**src/rtl/dram_req_scheduler.sv**
```systemverilog
// Round-robin front end for the DRAM controller: one access in flight, refresh timer, urgent-refresh preemption.
// gnt one cycle after req is sampled in IDLE, addr_val one cycle later; requesters hold req until granted.
module dram_req_scheduler #(
    parameter int NUM_REQ          = 4,
    parameter int NUMBER_OF_BANKS  = 8,
    parameter int NUMBER_OF_ROWS   = 128,
    parameter int NUMBER_OF_COLS   = 8,
    parameter int REFRESH_INTERVAL = 1024,
    parameter int REFRESH_URGENT   = 64,
    localparam int BW = $clog2(NUMBER_OF_BANKS),
    localparam int RW = $clog2(NUMBER_OF_ROWS),
    localparam int CW = $clog2(NUMBER_OF_COLS),
    localparam int AW = BW + RW + CW
) (
    input  logic                  clk,
    input  logic                  rst_b,
    input  logic [NUM_REQ-1:0]    req,
    input  logic [NUM_REQ*AW-1:0] req_addr,
    output logic [NUM_REQ-1:0]    gnt,
    output logic                  addr_val,
    output logic [BW-1:0]         bank_id,
    output logic [RW-1:0]         row_id,
    output logic [CW-1:0]         col_id,
    input  logic                  access_done,
    output logic                  refresh_flag,
    input  logic                  refresh_ack,
    output logic                  refresh_miss,
    output logic                  busy
);

    localparam int PW = (NUM_REQ > 1) ? $clog2(NUM_REQ) : 1;
    localparam int TW = $clog2(REFRESH_INTERVAL);
    localparam int UW = (REFRESH_URGENT < 1) ? 1 : $clog2(REFRESH_URGENT + 1);
    localparam logic [TW-1:0] REF_RELOAD = TW'(REFRESH_INTERVAL - 1);
    localparam logic [UW-1:0] URG_MAX    = UW'(REFRESH_URGENT);
    localparam logic [PW-1:0] LAST_REQ   = PW'(NUM_REQ - 1);

    typedef enum logic [2:0] {
        S_IDLE,
        S_ISSUE,
        S_BUSY,
        S_REFRESH,
        S_PREEMPT
    } state_t;

    typedef struct packed {
        logic [BW-1:0] bank;
        logic [RW-1:0] row;
        logic [CW-1:0] col;
    } addr_t;

    state_t               state;
    state_t               state_nxt;
    logic [PW-1:0]        rr_ptr;
    logic [PW-1:0]        win;
    logic                 win_vld;
    logic                 take;
    addr_t                addr_q;
    logic [TW-1:0]        ref_cnt;
    logic                 ref_pend;
    logic                 ref_expire;
    logic                 ref_done;
    logic [UW-1:0]        urg_cnt;
    logic                 done_seen;
    logic [NUM_REQ-1:0]   gnt_d;
    logic                 addr_val_d;
    logic                 refresh_flag_d;
    logic                 busy_d;

    // Round-robin pick: first asserted req scanning upward from rr_ptr with wrap.
    always_comb begin
        int            idx;
        logic [PW-1:0] cand;
        win     = '0;
        win_vld = 1'b0;
        idx     = 0;
        cand    = '0;
        for (int i = 0; i < NUM_REQ; i++) begin
            idx = int'(rr_ptr) + i;
            if (idx >= NUM_REQ) begin
                idx = idx - NUM_REQ;
            end
            cand = PW'(idx);
            if (!win_vld && req[cand]) begin
                win_vld = 1'b1;
                win     = cand;
            end
        end
    end

    assign ref_expire = (ref_cnt == '0);
    assign ref_done   = refresh_ack && ((state == S_REFRESH) || (state == S_PREEMPT));

    // Refresh bookkeeping; a new expiry wins over an ack in the same cycle.
    always_ff @(posedge clk or posedge rst_b) begin
        if (rst_b) begin
            ref_cnt      <= REF_RELOAD;
            ref_pend     <= 1'b0;
            urg_cnt      <= '0;
            refresh_miss <= 1'b0;
        end else begin
            refresh_miss <= ref_expire && ref_pend;
            if (ref_expire) begin
                ref_cnt <= REF_RELOAD;
            end else begin
                ref_cnt <= ref_cnt - 1'b1;
            end
            if (ref_expire) begin
                ref_pend <= 1'b1;
            end else if (ref_done) begin
                ref_pend <= 1'b0;
            end
            if (!ref_pend) begin
                urg_cnt <= '0;
            end else if (urg_cnt != URG_MAX) begin
                urg_cnt <= urg_cnt + 1'b1;
            end
        end
    end

    always_ff @(posedge clk or posedge rst_b) begin
        if (rst_b) begin
            state <= S_IDLE;
        end else begin
            state <= state_nxt;
        end
    end

    always_comb begin
        state_nxt = state;
        case (state)
            S_IDLE: begin
                if (ref_pend) begin
                    state_nxt = S_REFRESH;
                end else if (win_vld) begin
                    state_nxt = S_ISSUE;
                end
            end
            S_ISSUE: state_nxt = S_BUSY;
            S_BUSY: begin
                if (access_done) begin
                    state_nxt = S_IDLE;
                end else if (ref_pend && (urg_cnt == URG_MAX)) begin
                    state_nxt = S_PREEMPT;
                end
            end
            // An access that finished while preempted goes straight back to IDLE.
            S_PREEMPT: begin
                if (refresh_ack) begin
                    state_nxt = (done_seen || access_done) ? S_IDLE : S_BUSY;
                end
            end
            S_REFRESH: begin
                if (refresh_ack) begin
                    state_nxt = S_IDLE;
                end
            end
            default: state_nxt = S_IDLE;
        endcase
    end

    always_comb begin
        take           = (state == S_IDLE) && !ref_pend && win_vld;
        gnt_d          = take ? (NUM_REQ'(1) << win) : '0;
        addr_val_d     = (state == S_ISSUE);
        refresh_flag_d = (state_nxt == S_REFRESH) || (state_nxt == S_PREEMPT);
        busy_d         = (state_nxt != S_IDLE);
    end

    always_ff @(posedge clk or posedge rst_b) begin
        if (rst_b) begin
            gnt          <= '0;
            addr_val     <= 1'b0;
            refresh_flag <= 1'b0;
            busy         <= 1'b0;
            addr_q       <= '0;
            rr_ptr       <= '0;
            done_seen    <= 1'b0;
        end else begin
            gnt          <= gnt_d;
            addr_val     <= addr_val_d;
            refresh_flag <= refresh_flag_d;
            busy         <= busy_d;
            done_seen    <= (state == S_PREEMPT) ? (done_seen || access_done) : 1'b0;
            if (take) begin
                addr_q <= addr_t'(req_addr[int'(win)*AW +: AW]);
                rr_ptr <= (win == LAST_REQ) ? '0 : win + 1'b1;
            end
        end
    end

    assign bank_id = addr_q.bank;
    assign row_id  = addr_q.row;
    assign col_id  = addr_q.col;

endmodule

```
**config.mk**
```make
export PLATFORM = sky130hd
export DESIGN_NAME = dram_req_scheduler
export DESIGN_NICKNAME = d
export VERILOG_FILES = /design/src/rtl/dram_req_scheduler.sv
export SDC_FILE = /design/constraint.sdc
export NUM_CORES = 1
export LEC_CHECK = 0
export BUFFER_PORTS_ARGS = -buffer_cell sky130_fd_sc_hd__buf_2
export CELL_PAD_IN_SITES_DETAIL_PLACEMENT = 2
export CELL_PAD_IN_SITES_GLOBAL_PLACEMENT = 2
export CORE_MARGIN = 2
export CORE_UTILIZATION = 34
export DETAILED_ROUTE_END_ITERATION = 10
export PLACE_DENSITY = 0.93
export SYNTH_ARGS = -nofsm -noshare
export SYNTH_HDL_FRONTEND = slang
export SYNTH_SLANG_ARGS = --single-unit
```
**constraint.sdc**
```tcl
create_clock -name clk -period 4.65 [get_ports clk]
set_clock_uncertainty 0.15 [all_clocks]
set_input_delay 0.93 -clock clk [delete_from_list [all_inputs] [get_ports clk]]
set_output_delay 0.93 -clock clk [all_outputs]
set_load 0.01 [all_outputs]
```
==> results of run 1 <==
==> cell usage after synthesis (all sizes together) (4+ instances only) <==
cell type / instances / area, sq um
buf: 8 / 71.3
dfstp: 10 / 263
nand3: 4 / 20.0
inv: 10 / 37.5
o221ai: 13 / 183
nor2: 15 / 56.3
dfrtp: 35 / 876
and2: 4 / 25.0
nor2b: 5 / 31.3
nor3: 5 / 25.0
ha: 7 / 87.6
nor4: 5 / 52.6
o21ai: 7 / 35.0
and3: 4 / 25.0
nand2: 24 / 100
a21oi: 5 / 25.0
xor2: 7 / 61.3
xnor2: 4 / 35.0
mux2i: 28 / 280
==> routing by layer <==
layer | vias up | part of all wire
li1 | 969 | -
met1 | 1046 | 0.38
met2 | 65 | 0.55
met3 | 9 | 0.048
met4 | 0 | 0.017
met5 | - | 0
==> through the flow <==
step                      setup slack [ns]  cells
after global routing                  1.67    405
after floorplan                       2.32    226
final                                 1.82    405
after detailed placement              1.44    397
after global placement                1.63    397
after CTS                             1.77    405
==> cells by family (layout without fill, tap and decap cells) <==
group / count (synthesis) / in the layout
AO/OA/AOI/OAI: 37 / 37
flip-flops: 45 / 45
multiplexers: 28 / 28
buffers and inverters: 20 / 100
AND/OR/NAND/NOR: 78 / 78
adder cells (fa/ha/maj): 7 / 7
XOR/XNOR: 11 / 11
==> worst max-delay path by stage <==
stage	start	slack [ns]	end
after floorplan	req[2]	2.32	rr_ptr[1]
after global placement	req[2]	1.63	rr_ptr[1]
after detailed placement	req[0]	1.44	rr_ptr[1]
after CTS	req[0]	1.77	rr_ptr[1]
after global routing	req[0]	1.67	rr_ptr[1]
final	req[0]	1.82	rr_ptr[1]
==> power by group through the flow <==
stage	clock (W)	sequential [W]	combinational, W
finish	0.000298	0.000564	0.000704
global route	0.000325	0.000577	0.000775
CTS	0.000306	0.000565	0.000724
detailed placement	0	0.000569	0.000719
global placement	0	0.000557	0.000672
floorplan	0	0.000583	0.000491
==> state kept, by name, summed over array words and instances, names as in the netlist, 2 cells and up <==
register / cells
col_id: 3
urg_cnt: 7
state: 3
rr_ptr: 2
row_id: 7
bank_id: 3
gnt: 4
ref_cnt: 10
==> area by class of cell <==
class / instances / area [sq um]
Clock buffer: 6 / 72.6
Inverter: 11 / 46.3
Timing Repair Buffer: 81 / 408
Tap cell: 99 / 124
Sequential cell: 45 / 1140
Multi-Input combinational cell: 161 / 1250
Fill cell: 787 / 4100
Clock inverter: 2 / 35.0
==> worst max-delay path, delay by kind of cell <==
family	cells	cell delay (ns)
adder cells (fa/ha/maj)	1	0.33
AO/OA/AOI/OAI	2	0.95
buffers and inverters	2	0.22
AND/OR/NAND/NOR	3	0.41
==> results.sh, run 1 <==
export IMPL_drt_iter0_drc=98
export IMPL_post_cts_buffers=0
export IMPL_synthDistinctLibCells=51
export IMPL_r2r_start="rr_ptr[0]"
export IMPL_clk_pin_slew_ns=0.09
export IMPL_viasPerCell=5.16
export IMPL_synth_edf_count=0
export IMPL_mostFrequentLayoutCells="buf_2, dfrtp_1, mux2i_1"
export IMPL_nets=372
export IMPL_final_area_sq_mm=0.00307
export IMPL_cp_required_ns=4.68
export IMPL_tightest_slew_ns=1.20
export IMPL_grtUsageMet3=0.0347
export IMPL_synthMuxAreaShare=0.112
export IMPL_final_common_cell="buf_2"
export IMPL_relSlewSlack=0.198
export IMPL_cp_end_kind="flip-flop"
export IMPL_grt_pass1_vias=2305
export IMPL_synthArstFlopShare=1.00
export IMPL_wl_per_cell_um=18.7
export IMPL_antenna_found_initial=0
export IMPL_cts_sinks=45
export IMPL_drt_wl_total_um=7570
export IMPL_clockBufferDepth=2
export IMPL_finalSetupViolations=0
export IMPL_whs_endpoint="ref_cnt[4]"
export IMPL_cts_tree="done"
export IMPL_p_clk_frac=0.190
export IMPL_synth_warnings=0
export IMPL_cts_root_buf="clkbuf_8"
export IMPL_syn_cell_area_sq_mm=0.00249
export IMPL_worstHoldStart="ref_cnt[4]"
export IMPL_vdd_drop_max_mv=0.321
export IMPL_grt_pass1_wl_um=11400
export IMPL_cts_buffers=5
export IMPL_grt_ovfl_total=0
export IMPL_area_delta_synth_final_pct=23.2
export IMPL_p_per_area_mw_per_mm2=510
export IMPL_r2r_worst_path_cells=7
export IMPL_synth_xor_area_frac=0.0386
export IMPL_grt_max_degree=46
export IMPL_maxCapViolations=0
export IMPL_power_frac_comb=0.449
export IMPL_rsz0062_at_grt="false"
export IMPL_io_buffers=80
export IMPL_synth_nets=293
export IMPL_cp_cell_sequence="buf_2 > nor2b_1 > nor3_1 > o22ai_4 > inv_2 > ha_1 > nand2_1 > o21ai_1"
export IMPL_rrSetupSlack_ns=2.11
export IMPL_min_path_type="flip-flop to flip-flop"
export IMPL_rows=31
export IMPL_finalCritPeriodShare=0.609
export IMPL_cts_resized=0
export IMPL_grt_total_usage=0.189
export IMPL_htree_levels=2
export IMPL_power_switching_w=0.000615
export IMPL_grt_use_met1=0.204
export IMPL_tns_ns=0
export IMPL_place_area_sq_mm=0.00297
export IMPL_drv_slew=0
export IMPL_drt_pre_antenna_iters=4
export IMPL_arrival_ns=2.86
export IMPL_die_h_um=89.7
export IMPL_vias=2089
export IMPL_holdWs_ns=0.333
export IMPL_start_kind="primary input"
export IMPL_leakagePower_nw=1.52
export IMPL_synth_simple_area_share=0.173
export IMPL_r2r_end="rr_ptr[1]"
export IMPL_drc=0
export IMPL_finalPower_w=0.00157
export IMPL_timing_worst_setup_path_type="primary input to flip-flop"
export IMPL_seq_area_frac_synth=0.456
export IMPL_max_stage_delay_ns=0.89
export IMPL_syn_inst=226
export IMPL_worstPathMaxFanout=29
export IMPL_status="completed"
export IMPL_num_antenna_cells=0
export IMPL_synth_seq_cells=45
export IMPL_synth_ff_type="dfrtp_1"
export IMPL_synth_compound_area_frac=0.136
export IMPL_dp_hpwl_um=5640
export IMPL_hold_violations=0
export IMPL_synth_adder_area_share=0.0351
export IMPL_grt_busiest_layer="met2"
export IMPL_internal_power_w=0.000951
export IMPL_fin_util=0.428
export IMPL_hold_depth=2
export IMPL_crit_path_top_delay_cell="o22ai_4"
export IMPL_io_pins=81
export IMPL_die_w_um=89.7
export IMPL_synth_top_family_by_area="simple AND/OR/NAND/NOR gates"
export IMPL_initial_core_util=0.348
export IMPL_ant_nets=0
export IMPL_place_congestion=0.814
export IMPL_max_freq_mhz=353
export IMPL_pwr_share_seq=0.360
export IMPL_die_area_sq_mm=0.00804
export IMPL_ctsHoldBuffers=0
export IMPL_coreArea_sq_mm=0.00718
export IMPL_layout_min_cycle_time_ns=2.83
export IMPL_worstSkewPairLatency_ns=0.30
export IMPL_drive_gt1_frac=0.392
export IMPL_avgSynthCellArea_sq_um=11.0
export IMPL_swShare=0.393
export IMPL_grt_use_met2=0.369
Note: power is estimated with default switching activity, not from simulation.
==> run 2, diff against run 1 <==
--- a/config.mk
+++ b/config.mk
@@ -9,9 +9,9 @@
 export CELL_PAD_IN_SITES_DETAIL_PLACEMENT = 2
 export CELL_PAD_IN_SITES_GLOBAL_PLACEMENT = 2
 export CORE_MARGIN = 2
-export CORE_UTILIZATION = 34
+export CORE_UTILIZATION = 28
 export DETAILED_ROUTE_END_ITERATION = 10
-export PLACE_DENSITY = 0.93
+export PLACE_DENSITY = 0.82
 export SYNTH_ARGS = -nofsm -noshare
 export SYNTH_HDL_FRONTEND = slang
 export SYNTH_SLANG_ARGS = --single-unit
==> constraint.sdc (replaced) <==
create_clock -name clk -period 2.31 [get_ports clk]
set_clock_uncertainty 0.15 [all_clocks]
set_input_delay 0.462 -clock clk [delete_from_list [all_inputs] [get_ports clk]]
set_output_delay 0.462 -clock clk [all_outputs]
set_load 0.01 [all_outputs]
==> run 2 against run 1 <==
  * Final cell count is 2.7% higher
  * Cell area increased by 1.4%
  * Combinational power up 100%
  * Flip-flop and latch count stayed put
  * Hold slack lost 0.18 ns
==> results.sh, run 2 (synthesis gave the netlist of run 1 again) <==
export IMPL_status="completed"
export IMPL_path_depth=4
export IMPL_cts_tree="done"
export IMPL_final_cells=416
export IMPL_post_cts_buffers=0
export IMPL_io_pins=81
export IMPL_maxCapViolations=0
export IMPL_num_antenna_cells=0
export IMPL_tightest_slew_ns=0.583
export IMPL_multiInputGateArea_sq_mm=0.00125
export IMPL_start_kind="flip-flop"
export IMPL_min_path_type="primary input to async pin"
export IMPL_cp_required_ns=2.37
export IMPL_rrSetupSlack_ns=0.21
export IMPL_grt_max_degree=46
export IMPL_r2r_worst_path_cells=4
export IMPL_final_common_cell="buf_2"
export IMPL_cts_root_buf="clkbuf_8"
export IMPL_grt_total_usage=0.145
export IMPL_die_w_um=98.4
export IMPL_drive_gt1_frac=0.399
export IMPL_die_h_um=98.4
export IMPL_drv_slew=0
export IMPL_wl_per_cell_um=16.0
export IMPL_grt_pass1_wl_um=11400
export IMPL_area_delta_synth_final_pct=24.9
export IMPL_tns_ns=0
export IMPL_fill_cells=973
export IMPL_worstPathMaxFanout=13
export IMPL_dp_cells=408
export IMPL_max_freq_mhz=477
export IMPL_crit_path_top_delay_cell="dfrtp_1"
export IMPL_drt_wl_total_um=6670
export IMPL_timing_worst_setup_path_type="flip-flop to flip-flop"
export IMPL_vdd_drop_max_mv=0.428
export IMPL_vias=2047
export IMPL_ctsHoldBuffers=0
export IMPL_nets=374
export IMPL_clockBufferDepth=2
export IMPL_worstSkewPairLatency_ns=0.30
export IMPL_ant_nets=0
export IMPL_layout_min_cycle_time_ns=2.10
export IMPL_coreArea_sq_mm=0.00868
export IMPL_mostFrequentLayoutCells="buf_2, dfrtp_1, mux2i_1"
export IMPL_relSlewSlack=0.611
export IMPL_p_per_area_mw_per_mm2=1010
export IMPL_drt_pre_antenna_iters=4
export IMPL_finalPower_w=0.00315
export IMPL_io_buffers=80
export IMPL_finalSetupViolations=0
export IMPL_cts_sinks=45
export IMPL_cp_end_kind="flip-flop"
export IMPL_fin_util=0.359
export IMPL_grt_pass1_vias=2336
export IMPL_r2r_start="state[1]"
export IMPL_critPathTopFamily="simple AND/OR/NAND/NOR gates"
export IMPL_finalCritPeriodShare=0.908
export IMPL_antenna_found_initial=0
export IMPL_clk_pin_slew_ns=0.09
export IMPL_r2r_end="bank_id[1]"
export IMPL_critPathBufInv=0
export IMPL_dp_hpwl_um=5160
export IMPL_rows=34
export IMPL_leakagePower_nw=1.54
export IMPL_arrival_ns=2.16
export IMPL_drc=0
export IMPL_cp_cell_sequence="or2_4 > nor4_4 > nand2_2 > o221ai_1"
export IMPL_die_area_sq_mm=0.00968
export IMPL_drt_iter0_drc=29
export IMPL_regMostFlops="ref_cnt"
export IMPL_initial_core_util=0.287
export IMPL_largest_reg_flops=10
export IMPL_grt_ovfl_total=0
export IMPL_max_stage_delay_ns=0.46
export IMPL_place_congestion=0.725
export IMPL_cts_resized=0
export IMPL_cts_buffers=5
export IMPL_hold_violations=0
export IMPL_holdWs_ns=0.154
export IMPL_htree_levels=2
export IMPL_viasPerCell=4.92
export IMPL_seqCellArea_sq_mm=0.00114
export IMPL_rsz0062_at_grt="false"
-- run 2: cell count changes in the layout (fill, tap and decap cells not counted) --
| cell | previous run | this run |
|---|---|---|
| clkinv_2 | 1 | 0 |
| clkinv_1 | 1 | 0 |
| clkinv_4 | 1 | 2 |
| buf_12 | 0 | 1 |
| inv_2 | 2 | 3 |
| buf_4 | 1 | 2 |
-- run 2: routing by layer --
layer  up-vias  part of all wire  GRT usage
met5         -                 0          0
met4         0            0.0031     0.0316
met3         2             0.050     0.0351
met2        52              0.54      0.263
met1      1020              0.41      0.173
li1        973                 -          -
-- run 2: stage by stage --
step | setup slack (ns) | instance area [sq um]
after detailed placement | 0.122 | 3000
after global placement | 0.241 | 3000
after floorplan | 0.432 | 2490
final | 0.211 | 3120
after CTS | 0.200 | 3120
after global routing | 0.0406 | 3120
-- run 2: worst max path at each step --
stage | slack, ns | end | from
floorplan | 0.43 | rr_ptr[1] | rr_ptr[0]
global placement | 0.24 | bank_id[2] | req[0]
detailed placement | 0.12 | bank_id[1] | req[1]
CTS | 0.20 | bank_id[1] | state[1]
global route | 0.04 | bank_id[0] | state[1]
finish | 0.21 | bank_id[1] | state[1]
-- run 2: area by class of cell --
cell class,count,area share
sequential,45,0.365
clock inverter,2,0.0124
clock buffer,6,0.0233
inverter,11,0.0149
multi-input combinational,161,0.401
timing repair buffer,83,0.140
tap,108,0.0434
-- run 2: worst register-to-register path, stage by stage, from the launching register on --
cell      delay (ns)
dfrtp_1         0.46
or2_4           0.32
nor4_4          0.43
nand2_2         0.38
o221ai_1        0.28
-- run 2: report_power, final --
group	leakage [nW]	switching, W	internal (W)
clock network	0.0554	0.000278	0.000325
logic	0.927	0.000797	0.000625
registers	0.559	0.000136	0.000984
